--- src/rtl/result_emitter.sv ---
// result_emitter
//   Producer side of the result/capture-strobe interface feeding the display
//   block. A valid pulse latches four 2x2 result words; they are then emitted
//   in order 00, 01, 10, 11 on a shared bus, each framed by its own capture
//   strobe (setup cycle, STROBE_CYCLES strobe cycles, hold cycle).
//
//   Optional feature: define RESULT_SATURATE_EN to clamp oversized results
//   to the bus maximum instead of truncating them.
//
// Ports
//   clk            system clock, rising edge
//   rst            asynchronous reset, active-high
//   valid          array done pulse, r00..r11 valid in the same cycle
//   r00..r11       result words (row, col), IN_W bits unsigned
//   out            emitted data bus, OUT_W bits
//   c00..c11       capture strobes, one per result position
//   busy           high while a sequence is in progress
//   finished       one-cycle pulse after the fourth element completes
module result_emitter #(
    parameter int unsigned IN_W          = 16,
    parameter int unsigned OUT_W         = 8,
    parameter int unsigned STROBE_CYCLES = 2
) (
    input  logic             clk,
    input  logic             rst,
    input  logic             valid,
    input  logic [IN_W-1:0]  r00,
    input  logic [IN_W-1:0]  r01,
    input  logic [IN_W-1:0]  r10,
    input  logic [IN_W-1:0]  r11,
    output logic [OUT_W-1:0] out,
    output logic             c00,
    output logic             c01,
    output logic             c10,
    output logic             c11,
    output logic             busy,
    output logic             finished
);

    localparam int unsigned CNT_W = (STROBE_CYCLES > 1) ? $clog2(STROBE_CYCLES) : 1;
    localparam int unsigned WIDE  = (IN_W > OUT_W) ? IN_W : OUT_W;

    typedef enum logic [2:0] {
        IDLE   = 3'd0,
        SETUP  = 3'd1,
        STROBE = 3'd2,
        HOLD   = 3'd3,
        DONE   = 3'd4
    } state_t;

    state_t              state_q, state_d;
    logic [1:0]          idx_q, idx_d;
    logic [CNT_W-1:0]    cnt_q, cnt_d;
    logic [OUT_W-1:0]    out_q, out_d;
    logic [3:0]          strb_q, strb_d;
    logic                busy_q, busy_d;
    logic                fin_q, fin_d;
    logic                load;
    logic [IN_W-1:0]     res_q [4];

    // Map an IN_W result onto the OUT_W bus (clamp or wrap).
    function automatic logic [OUT_W-1:0] conv(input logic [IN_W-1:0] x);
`ifdef RESULT_SATURATE_EN
        logic [WIDE-1:0] sat_max;
        sat_max = WIDE'({OUT_W{1'b1}});
        if (WIDE'(x) > sat_max) begin
            return {OUT_W{1'b1}};
        end
        return OUT_W'(x);
`else
        return OUT_W'(x);
`endif
    endfunction

    // Next-state and next-output logic.
    always_comb begin
        state_d = state_q;
        idx_d   = idx_q;
        cnt_d   = cnt_q;
        out_d   = out_q;
        strb_d  = '0;
        busy_d  = busy_q;
        fin_d   = 1'b0;
        load    = 1'b0;

        case (state_q)
            IDLE: begin
                if (valid) begin
                    load    = 1'b1;
                    idx_d   = 2'd0;
                    out_d   = conv(r00);
                    busy_d  = 1'b1;
                    state_d = SETUP;
                end
            end
            SETUP: begin
                strb_d  = 4'b0001 << idx_q;
                cnt_d   = '0;
                state_d = STROBE;
            end
            STROBE: begin
                if (cnt_q == CNT_W'(STROBE_CYCLES - 1)) begin
                    state_d = HOLD;
                end else begin
                    cnt_d  = cnt_q + CNT_W'(1);
                    strb_d = strb_q;
                end
            end
            HOLD: begin
                if (idx_q == 2'd3) begin
                    fin_d   = 1'b1;
                    state_d = DONE;
                end else begin
                    // Next word goes on the bus now so it is stable through SETUP.
                    idx_d   = idx_q + 2'd1;
                    out_d   = conv(res_q[idx_q + 2'd1]);
                    state_d = SETUP;
                end
            end
            DONE: begin
                busy_d  = 1'b0;
                state_d = IDLE;
            end
            default: begin
                busy_d  = 1'b0;
                state_d = IDLE;
            end
        endcase
    end

    // State, output and result registers.
    always_ff @(posedge clk or posedge rst) begin
        if (rst) begin
            state_q <= IDLE;
            idx_q   <= '0;
            cnt_q   <= '0;
            out_q   <= '0;
            strb_q  <= '0;
            busy_q  <= 1'b0;
            fin_q   <= 1'b0;
            for (int i = 0; i < 4; i++) begin
                res_q[i] <= '0;
            end
        end else begin
            state_q <= state_d;
            idx_q   <= idx_d;
            cnt_q   <= cnt_d;
            out_q   <= out_d;
            strb_q  <= strb_d;
            busy_q  <= busy_d;
            fin_q   <= fin_d;
            if (load) begin
                res_q[0] <= r00;
                res_q[1] <= r01;
                res_q[2] <= r10;
                res_q[3] <= r11;
            end
        end
    end

    assign out      = out_q;
    assign c00      = strb_q[0];
    assign c01      = strb_q[1];
    assign c10      = strb_q[2];
    assign c11      = strb_q[3];
    assign busy     = busy_q;
    assign finished = fin_q;

endmodule

--- config.mk ---
export PLATFORM = sky130hd
export DESIGN_NAME = result_emitter
export DESIGN_NICKNAME = d
export VERILOG_FILES = /design/src/rtl/result_emitter.sv
export SDC_FILE = /design/constraint.sdc
export NUM_CORES = 1
export LEC_CHECK = 0
export ABC_AREA = 1
export CELL_PAD_IN_SITES_DETAIL_PLACEMENT = 0
export CELL_PAD_IN_SITES_GLOBAL_PLACEMENT = 1
export CORE_MARGIN = 3
export CORE_UTILIZATION = 30
export DETAILED_ROUTE_END_ITERATION = 6
export PLACE_DENSITY_LB_ADDON = 0.1
export SLEW_MARGIN = 20
export SYNTH_ARGS = -nofsm -noshare
export SYNTH_HDL_FRONTEND = slang
export SYNTH_SLANG_ARGS = --single-unit
--- constraint.sdc ---
create_clock -name clk -period 3.6 [get_ports clk]
set_input_delay 0.9 -clock clk [delete_from_list [all_inputs] [get_ports clk]]
set_output_delay 0.9 -clock clk [all_outputs]
set_load 0.02 [all_outputs]
Word-level counts from Yosys, hierarchy flattened
Index checks and enable logic that the tools add are counted.

Add/sub/neg operators: 2. $lt $le $gt $ge: 1. Eq/ne operators: 7. Shifts and indexed selects: 1. Mux-type cells: 23. Bitwise operators: 2. Reduce and logical (&&, ||, !) cells: 7.

Operators with widths (count): binary-select mux 16 bit (select 2 bit) (1); two-way mux 8 bit (4); case mux 8 bit (2 select lines) (1); case mux 3 bit (4 select lines) (1); two-way mux 3 bit (3); case mux 4 bit (2 select lines) (1); == test 3 x 2 -> 1 bit (second input constant) (2); two-way mux 1 bit (6); != test 2 bit (second input constant) (3); two-way mux 2 bit (2); two-way mux 4 bit (1); case mux 1 bit (2 select lines) (2); case mux 2 bit (2 select lines) (1); AND reduction 2 bit (2); nonzero test 2 bit (2); << shifter 1 x 2 -> 4 bit (first input constant) (1); == test 3 x 1 -> 1 bit (second input constant) (1); greater-or-equal comparator 3 bit (second input constant) (1); logical NOT 3 bit (1); inverter 2 -> 3 bit (1); AND reduction 3 bit (1); OR reduction 3 bit (1); adder 2 x 1 -> 2 bit (second input constant) (1); == test 2 bit (second input constant) (1); other kinds (2) (2).

Bits in registers: 84. Input bits: 67. Output and inout port bits: 14. Word-level logic and storage cells: 54.

Longest topological paths before layout
Depth in word-level cells: 7. Depth in mapped cells: 9. Gate-level depth less buffers: 7.

Least setup slack after synthesis
No wires, ideal clock.

Path type: flip-flop to flip-flop. Start point: reg idx_q[0]. End point: reg out_q[0] (netlist: out[0]). Setup time: 0.116 ns. Arrival time: 1.599 ns. Slack: 1.885 ns. Cell stages (with the launch flop): 10. Buffers on the path: 2. Clock period less this slack: 1.715 ns. Path through: dfrtp_1 inv_1 clkbuf_1 ha_1 buf_2 clkinv_1 nand3_1 nand3_1 nand2_1 nand2_1.

Cells in the longest elaborated chain, start to end: 7.

RTL lines: from (decl) (RTL line 52) `logic [1:0] idx_q, idx_d;`; from (signal assigned) (RTL line 146) `idx_q <= idx_d;`; adder 2 x 1 -> 2 bit (RTL line 116) `out_d = conv(res_q[idx_q + 2'd1]);`; inverter 2 -> 3 bit (not written as such) (RTL line 116); binary-select mux 16 bit (select 2 bit) (RTL line 116); two-way mux 8 bit (not written as such) (2 in a row) (RTL line 116); two-way mux 8 bit (RTL line 110) `if (idx_q == 2'd3) begin`; case mux 8 bit (2 select lines) (RTL line 86) `case (state_q)`; to (signal assigned) (RTL line 148) `out_q <= out_d;`; to (decl) (RTL line 54) `logic [OUT_W-1:0] out_q, out_d;`.

Several ways; a longest one is shown, not always the timed one. The select of a mux whose other input is x is not followed. A chain may end at the register's enable or synchronous reset.

Final worst setup path
Start point: reg out_q[2] (netlist: out[2]). End point: out out[2].

RTL lines: to (decl) (RTL line 31) `output logic [OUT_W-1:0] out,`.

No word-level cell between the ends.

==> out/summary.txt <==
status -> complete, no violations
Power Internal -> 1453 uW
clock skew -> 2.743 ps
fmax -> 460.8 MHz
Slew Viols, Final -> 0
Rel. slew slack -> 0.4871
Flop pwr share -> 0.384
Cells after Synth -> 304
Net Switching -> 1042 uW
Die ar. -> 9126 um^2
gr busiest metal -> met2
Final ANT Viol Nets -> 0
Tmin final -> 2170 ps
Site Rows -> 32
M3 GR Usage -> 0.03078
number of antenna violations at the first check in global routing -> 0
hpwl dp -> 4180 um
CP top delay family -> buffers and inverters
CTS Buffer Depth -> 2
max-cap violations -> 0
startpoint type of the worst setup path -> register
die height -> 95.53 um
Yosys top cell area share -> 0.5411
total grt overflow -> 0
CTS tree -> yes
Crit path depth -> 1
Num Clock Sinks -> 52
DRT iter0 DRCs -> 112
Reg2Reg Depth -> 7
slowest stage delay, CP -> 600 ps
routability cong. -> 0.7407
Synth Net Count -> 375
period utilisation layout -> 0.6028
hold_buf cts -> 0
WP buf/inv -> 1
Clk Latency, worst-skew pair -> 300 ps
Die Wd -> 95.53 um
CTS resizes -> 0
nets@finish -> 424
WP data arrival -> 1270 ps
global-route wire length before repair -> 10,110 um
Worst VDD drop -> 0.2735 mV
worst slew pin tran -> 763.6 ps
Critical Path RT -> 2700 ps
synthesized area -> 2405 um^2
Yosys reg bits -> 52
final setup violation count -> 0
PwrDens -> 802.9 nW/um^2
Wirelength per Cell -> 12.97 um
Final Worst Setup Slack -> 1430 ps
vias per cell -> 4.478
DRT Wirelength -> 5914 um
endpoints failing hold -> 0
largest net degree at the start of global routing -> 37
Lkg Pwr -> 0.001496 uW
crit-path max FO -> 2
Warnings, synthesis -> 0
Total GRT Usage -> 0.1429
CP Class -> register to primary output
Area growth syn-to-layout -> 29.19%
share of post-route cells with drive strength above 1 -> 0.06215
crit-path cells -> clkdlybuf4s50_1
Post-Route Setup TNS -> 0 ps
ANT cells -> 0
# IOs -> 81
Worst-path clk slew -> 90 ps
Worst path slowest cell -> clkdlybuf4s50_1
Clk pwr share -> 0.139
Setup WS pre-CTS -> 1222 ps
TritonCTS Buffers -> 5
Via Count -> 2,042
largest cells by area after synthesis -> dfrtp_1 (54%), nand2_1 (18%), o21ai_0 (6.0%)
Comb power frac -> 0.478
drt first pass iters -> 5
Root Driver -> clkbuf_8
utilization after layout -> 0.4000
Critical Path End Type -> primary output
Worst Hold Class -> register to register
GR Layer Usage met2 -> 0.2195
register area share after synthesis -> 0.5411
RSZ-0062 raised after global routing -> false
Yosys top cell by area -> dfrtp_1
Cell variety after synth -> 18
core area -> 7767 um^2
port bufs -> 48
Post-CTS Setup Inserts -> 0
initial core utilization -> 0.3096
hold-critical path depth -> 2
residual DRC count -> 0
vias in the first global route -> 2,075
met1 usage in global routing -> 0.2061
fillcell total -> 835
Post-Syn Area per Cell -> 7.911 um^2
Sw Ratio -> 0.4176
H-Tree Depth -> 2
-- Yosys cell counts --
master	instances
clkinv_1	1
ha_1	4
nand3_1	27
clkbuf_1	3
o21ai_0	29
inv_2	2
nand3_2	1
buf_2	10
nor2_1	9
dfrtp_1	52
nor2_4	1
nand2_2	1
nand2_1	118
o22ai_1	1
nor3_1	3
inv_1	31
a21oi_1	8
or2_2	3
-- power by group through the flow --
stage / clock (uW) / sequential (uW) / combinational (uW)
2_1_floorplan: 0 / 1020 / 724
3_3_place_gp: 0 / 970 / 1190
3_5_place_dp: 0 / 970 / 1200
4_1_cts: 362 / 959 / 1210
5_1_grt: 390 / 992 / 1380
6_report: 346 / 957 / 1190
-- layout by cell type (no fill, tap or decap) --
| master | synthesis | routed |
|---|---|---|
| clkbuf_1 | 3 | 2 |
| a21oi_1 | 8 | 8 |
| inv_2 | 2 | 3 |
| clkbuf_8 | 0 | 6 |
| nand2_2 | 1 | 1 |
| nand2_1 | 118 | 118 |
| nor2_1 | 9 | 9 |
| ha_1 | 4 | 4 |
| nand3_2 | 1 | 1 |
| inv_1 | 31 | 30 |
| clkinv_1 | 1 | 1 |
| nand3_1 | 27 | 27 |
| buf_12 | 0 | 1 |
| o22ai_1 | 1 | 1 |
| dfrtp_1 | 52 | 52 |
| or2_2 | 3 | 3 |
| buf_4 | 0 | 6 |
| nor3_1 | 3 | 3 |
| clkdlybuf4s50_1 | 0 | 48 |
| nor2_4 | 1 | 1 |
| o21ai_0 | 29 | 29 |
-- metrics by stage --
step	instance area (um^2)	std cells	hold slack [ps]	power, uW
2_1_floorplan	2405	304	440.7	1747
3_3_place_gp	3017	448	462.1	2161
3_5_place_dp	3017	448	460.5	2172
4_1_cts	3107	456	484.7	2533
5_1_grt	3107	456	524.9	2765
6_report	3107	456	478.3	2494
-- final timing paths --
check,start,endpoint,slack (ps)
min,res_q[32]$_DFFE_PP0P_,res_q[32]$_DFFE_PP0P_,480
min reg2reg,res_q[32]$_DFFE_PP0P_,res_q[32]$_DFFE_PP0P_,480
min in group asynchronous,rst,out[0]$_DFFE_PP0P_,830
max,out[2]$_DFFE_PP0P_,out[2],1430
max in group asynchronous,rst,busy$_DFFE_PP0P_,2170
max reg2reg,state_q[0]$_DFFE_PP0P_,out[4]$_DFFE_PP0P_,1670
-- sequential cells by signal, summed over array words and instances, names as in the netlist --
name and flops:
state_q 3, cnt_q 1, busy 1, out 8, res_q 32, finished 1
strb_q 4, idx_q 2
-- area by class of cell --
| cell class | count | area (um^2) | area share |
|---|---|---|---|
| clock buffers | 8 | 90.09 | 0.02900 |
| flip-flops and latches | 52 | 1301 | 0.4188 |
| multi-input cells | 205 | 914.6 | 0.2944 |
| inverters | 34 | 127.6 | 0.04108 |
| well taps | 102 | 127.6 | 0.04108 |
| repair buffers | 55 | 545.5 | 0.1756 |
-- worst reg2reg max path: stages (launching register included) --
cell	delay, ps
dfrtp_1	410
nand2_2	110
nor2_4	340
nand2_1	400
nand2_1	220
inv_1	190
nand2_1	100
nand2_1	60
-- routing by layer --
layer / wire length [um] / part of all wire
met3: 225 / 0.038
met4: 45 / 0.0076
met1: 3026 / 0.51
met2: 2616 / 0.44
met5: 0 / 0
-- logic make-up after synthesis --
group                    Yosys count  share of synthesized area
AO/OA/AOI/OAI                     38                    0.07961
flip-flops                        52                     0.5411
adder cells (fa/ha/maj)            4                    0.02081
AND/OR/NAND/NOR                  163                     0.2799
buffers and inverters             47                    0.07856
(Power assumes the default switching activity.)
